<file path="src/rtl/muldiv_unit.sv">
// Iterative unsigned MUL/MULHU/DIVU/REMU unit with register-file write-back.
// Optional MULDIV_FASTZERO_EN: trivial operations skip the iteration phase.
module muldiv_unit #(
   parameter int XLEN = 32
) (
   input  logic            clk,
   input  logic            reset,
   input  logic            start,
   input  logic [1:0]      op,
   input  logic [XLEN-1:0] a,
   input  logic [XLEN-1:0] b,
   input  logic [4:0]      rd,
   output logic            busy,
   output logic            we3,
   output logic [4:0]      wa3,
   output logic [XLEN-1:0] wd3,
   output logic [1:0]      dbg_state
);

   // start is a one-cycle request honoured only while busy is low; the
   // result appears on we3/wa3/wd3 for one cycle when the operation finishes.

   localparam int CW = $clog2(XLEN + 1);

   typedef enum logic [1:0] {
      IDLE = 2'd0,
      RUN  = 2'd1,
      DONE = 2'd2
   } state_t;

   state_t            state;
   state_t            state_nx;
   logic [CW-1:0]     cnt;
   logic [1:0]        op_q;
   logic [4:0]        rd_q;
   logic [XLEN-1:0]   mcand;
   logic [XLEN-1:0]   divisor;
   logic [XLEN-1:0]   quo;
   logic [XLEN-1:0]   rem;
   logic [2*XLEN-1:0] acc;

   logic              last;
   logic [XLEN:0]     sum;
   logic [2*XLEN-1:0] acc_nx;
   logic [XLEN:0]     shifted;
   logic              ge;
   logic [XLEN-1:0]   diff;
   logic [XLEN-1:0]   rem_nx;
   logic [XLEN-1:0]   quo_nx;
   logic [XLEN-1:0]   result_nx;
   logic              trivial;
   logic [XLEN-1:0]   trivial_res;

   assign last      = (cnt == CW'(XLEN - 1));
   assign busy      = (state != IDLE);
   assign dbg_state = state;

   always_comb begin
      // Shift-add multiply: multiplier sits in the low half and drains out.
      sum    = {1'b0, acc[2*XLEN-1:XLEN]} + (acc[0] ? {1'b0, mcand} : '0);
      acc_nx = {sum, acc[XLEN-1:1]};

      // Restoring divide; the true difference always fits in XLEN bits.
      shifted = {rem, quo[XLEN-1]};
      ge      = (shifted >= {1'b0, divisor});
      diff    = shifted[XLEN-1:0] - divisor;
      rem_nx  = ge ? diff : shifted[XLEN-1:0];
      quo_nx  = {quo[XLEN-2:0], ge};

      case (op_q)
         2'b00:   result_nx = acc_nx[XLEN-1:0];
         2'b01:   result_nx = acc_nx[2*XLEN-1:XLEN];
         2'b10:   result_nx = quo_nx;
         default: result_nx = rem_nx;
      endcase
   end

   always_comb begin
`ifdef MULDIV_FASTZERO_EN
      trivial = op[1] ? (b == '0) : ((a == '0) || (b == '0));
`else
      trivial = 1'b0;
`endif
      case (op)
         2'b10:   trivial_res = '1;
         2'b11:   trivial_res = a;
         default: trivial_res = '0;
      endcase
   end

   always_comb begin
      state_nx = state;
      case (state)
         IDLE:    if (start) state_nx = trivial ? DONE : RUN;
         RUN:     if (last) state_nx = DONE;
         DONE:    state_nx = IDLE;
         default: state_nx = IDLE;
      endcase
   end

   always_ff @(posedge clk) begin
      if (reset) state <= IDLE;
      else       state <= state_nx;
   end

   always_ff @(posedge clk) begin
      if (reset) begin
         cnt     <= '0;
         op_q    <= '0;
         rd_q    <= '0;
         mcand   <= '0;
         divisor <= '0;
         quo     <= '0;
         rem     <= '0;
         acc     <= '0;
         we3     <= 1'b0;
         wa3     <= '0;
         wd3     <= '0;
      end else begin
         we3 <= 1'b0;
         case (state)
            IDLE: begin
               if (start) begin
                  op_q    <= op;
                  rd_q    <= rd;
                  mcand   <= a;
                  divisor <= b;
                  acc     <= {{XLEN{1'b0}}, b};
                  quo     <= a;
                  rem     <= '0;
                  cnt     <= '0;
                  if (trivial) begin
                     we3 <= (rd != 5'd0);
                     wa3 <= rd;
                     wd3 <= trivial_res;
                  end
               end
            end
            RUN: begin
               acc <= acc_nx;
               rem <= rem_nx;
               quo <= quo_nx;
               cnt <= cnt + 1'b1;
               if (last) begin
                  cnt <= '0;
                  // x0 is hardwired zero: suppress the write but keep timing.
                  we3 <= (rd_q != 5'd0);
                  wa3 <= rd_q;
                  wd3 <= result_nx;
               end
            end
            default: ;
         endcase
      end
   end

endmodule

</file>
<file path="config.mk">
export PLATFORM = sky130hd
export DESIGN_NAME = muldiv_unit
export DESIGN_NICKNAME = d
export VERILOG_FILES = /design/src/rtl/muldiv_unit.sv
export SDC_FILE = /design/constraint.sdc
export NUM_CORES = 1
export LEC_CHECK = 0
export CAP_MARGIN = 20
export CORE_MARGIN = 3
export CORE_UTILIZATION = 40
export DETAILED_ROUTE_END_ITERATION = 8
export GPL_TIMING_DRIVEN = 1
export SYNTH_ARGS = -nofsm -noshare
export SYNTH_HDL_FRONTEND = slang
export SYNTH_SLANG_ARGS = --single-unit
</file>
<file path="constraint.sdc">
create_clock -name clk -period 5.29 [get_ports clk]
set_input_delay 1.587 -clock clk [delete_from_list [all_inputs] [get_ports clk]]
set_output_delay 1.587 -clock clk [all_outputs]
set_load 0.05 [all_outputs]
</file>
==> impl_metrics.yaml <==
synthesis:
  ys_types: 72
  async_reset_ff_share_pct: 0
  synth_seq_cells: 245
  syn-num-nets: 1955
  yosys_warnings: 0
  synth.top_cell.area_share_pct: 35.69
  synth_area_um2: 13740
  yosysTopAreaCell: "dfxtp_1"
  synth_edf_count: 0
  ys_top_cells_by_area: "dfxtp_1 (36%), nand2_1 (11%), a21oi_1 (7.5%)"
  synth_cells: 1814
  seq_area_frac_synth_pct: 35.69
  synth_flop_cell: "dfxtp_1"
  synth.avg_cell_area_um2: 7.575
min_path:
  hold_class: "reg2reg"
  min_to: "acc[60]$_SDFFE_PP0P_"
  hold_depth: 2
  hp-start: "acc[60]$_SDFFE_PP0P_"
layout:
  layout_common_cells: "nand2_1 (399), dfxtp_1 (244), a21oi_1 (206)"
  final_net_count: 1998
  area_delta_synth_final_pct: 16.89
  fillCellCount: 3388
  insertedDiodeCount: 0
  fin_area_um2: 16060
  drive_gt1_share_pct: 5.751
  layout_commonest_cell: "nand2_1"
  layout.cells.non_filler: 2326
critical_path:
  reg2reg_from: "acc[0]$_SDFFE_PP0P_"
  reg2reg_to: "wd3[24]$_SDFFE_PP0P_"
  r2r_slack_ns: 1.52
  cp-end-kind: "flop"
  worstPathArrival_ns: 4.20
  start_kind: "flop"
  worstPathMaxFanout: 22
  critPathKind: "reg2reg"
  rr_worst_depth: 12
  critPathRequiredTime_ns: 5.72
detailed_routing:
  wl_per_cell_um: 19.90
  num_vias: 13410
  routed_wl_mm: 46.28
  via_per_inst: 5.763
  antenna_left: 0
  dr.pass1.iters: 5
  drc_errors: 0
  first_iter_violations: 1160
floorplanning:
  die_y_um: 191.3
  core_area_um2: 33700
  die_area_um2: 36610
  ios: 115
  rows: 67
  die_w_um: 191.3
  start_util_pct: 40.77
sta:
  worst_pin_slew_ns: 1.079
  setup_tns_ns: 0
  timing.final.crit_share_pct: 71.32
  max_clock_freq_mhz: 265.0
  finalMaxSlewViolations: 0
  setup_viol: 0
  finalCriticalPeriod_ns: 3.773
  rsz0062_at_grt: "no"
  slew_headroom_pct: 28.04
  setup_ws_ns: 1.517
  hold_ws_ns: 0.4500
  fin_worst_skew_ns: 0.01198
  final_hold_viol_count: 0
clock_network:
  numCtsBuffers: 27
  clockBufferDepth: 3
  htreeDepth: 1
  post_cts_buffers: 0
  hold_buffers: 0
  clock_latency_ns: 0.54
  cts_resized: 0
  cts_tree: "built"
  cts_sinks: 245
  clkTransAtPathRegs_ns: 0.06
  cts_root_buf: "clkbuf_16"
job:
  maxCapViolations: 0
global_route:
  grt_max_degree: 104
  grtUsageTotal_pct: 24.51
  grt_overflow: 0
  grt_pass1_vias: 12550
  antenna_found_initial: 0
  grt_pass1_wl_mm: 71.35
pwr:
  power_leakage_nw: 6.140
  powerDensity_nw_per_um2: 413.2
  ir_drop_v: 0.0002450
place:
  numPortBuffers: 114
  dp.cells: 2276
  post-place-ws_ns: 1.365
  gp_congestion: 0.9146
  dp_hpwl_mm: 33.22
  dpl_cell_area_um2: 15170
run_status:
  outcome: "complete, no violations"
-- cells by family (layout without fill, tap and decap cells) --
group                      after synthesis  after routing  share of synthesized area (%)
AOI/OAI and AO/OA                      556            556                          25.65
xor gates and xnor gates                53             53                          3.378
adders and majority gates               67             67                          6.210
buffers and inverters                  177            241                          5.045
DFF                                    245            245                          35.69
muxes                                   28             28                          2.140
and+or+nand+nor                        688            688                          21.88
-- worst max-delay path, stage by stage, from the launching register on --
cell and delay, ns:
dfxtp_1 0.55, buf_4 0.33, and2_1 0.17, ha_1 0.19, nand4_1 0.12, o221ai_1 0.26, a211oi_1 0.09, a221oi_1 0.58
o21ai_1 0.24, o31ai_1 0.32, xor2_1 0.38, nor2_1 0.09, o41ai_1 0.31
-- how the worst max path moves through the flow --
stage | endpoint | startpoint | slack, ns | cells past startpoint
final | wd3[24]$_SDFFE_PP0P_ | acc[0]$_SDFFE_PP0P_ | 1.52 | 12
after global placement | rem[29]$_SDFFE_PP0P_ | start | 1.40 | 5
after global routing | wd3[24]$_SDFFE_PP0P_ | acc[0]$_SDFFE_PP0P_ | 1.22 | 12
after detailed placement | quo[24]$_SDFFE_PP0P_ | start | 1.37 | 6
after floorplan | wd3[19]$_SDFFE_PP0P_ | acc[0]$_SDFFE_PP0P_ | 2.05 | 14
after CTS | wd3[31]$_SDFFE_PP0P_ | acc[0]$_SDFFE_PP0P_ | 1.54 | 12
-- power breakdown --
part           internal (mW)  switching (mW)
Combinational          0.930            1.70
Sequential              1.98           0.124
Clock                   1.12           0.780
Total                   4.03            2.61
-- routing by layer --
metal,wire length [um],share of wire [%],vias up,GRT usage [%]
li1,-,-,6518,-
met1,21430,46,6370,35.42
met2,20530,44,467,38.47
met3,3374,7.3,50,3.521
met4,945,2.0,0,5.984
met5,0,0,-,0
-- cell usage after synthesis, drive strengths merged, types with 6 or more instances --
cell type and number:
a211o 7, a211oi 15, a21o 22, a21oi 208
a221o 7, a22oi 8, a311oi 14, a31oi 90
and2 37, and3 24, buf 16, clkbuf 106
dfxtp 245, ha 65, inv 54, mux2 11
mux2i 17, nand2 400, nand2b 11, nand3 68
nand4 13, nor2 80, nor2b 10, nor3 23
o211ai 11, o21a 20, o21ai 81, o21bai 10
o221ai 9, o31ai 10, or2 6, xnor2 29
xor2 24
-- stage by stage --
stage	power (mW)	util [%]
2_1_floorplan	3.957	-
3_3_place_gp	4.686	44.98
3_5_place_dp	4.707	45.01
4_1_cts	6.608	47.66
5_1_grt	6.978	47.66
6_report	6.636	47.66
-- registers in the layout (all words and copies together) (netlist names) --
name,cells
divisor,32
quo,32
cnt,6
op_q,2
wa3,5
rem,32
we3,1
dbg_state,2
wd3,32
mcand,32
acc,64
rd_q,5
-- cell type report --
type	instances	area (um2)	area share (%)
clock buffer	39	780.7	4.861
sequential	245	4906	30.54
inverter	55	206.4	1.285
multi-input combinational	1392	8174	50.89
timing repair buffer	136	1320	8.218
clock inverter	11	113.9	0.7089
tap	448	560.5	3.490
Power figures use the tool's default switching activity.
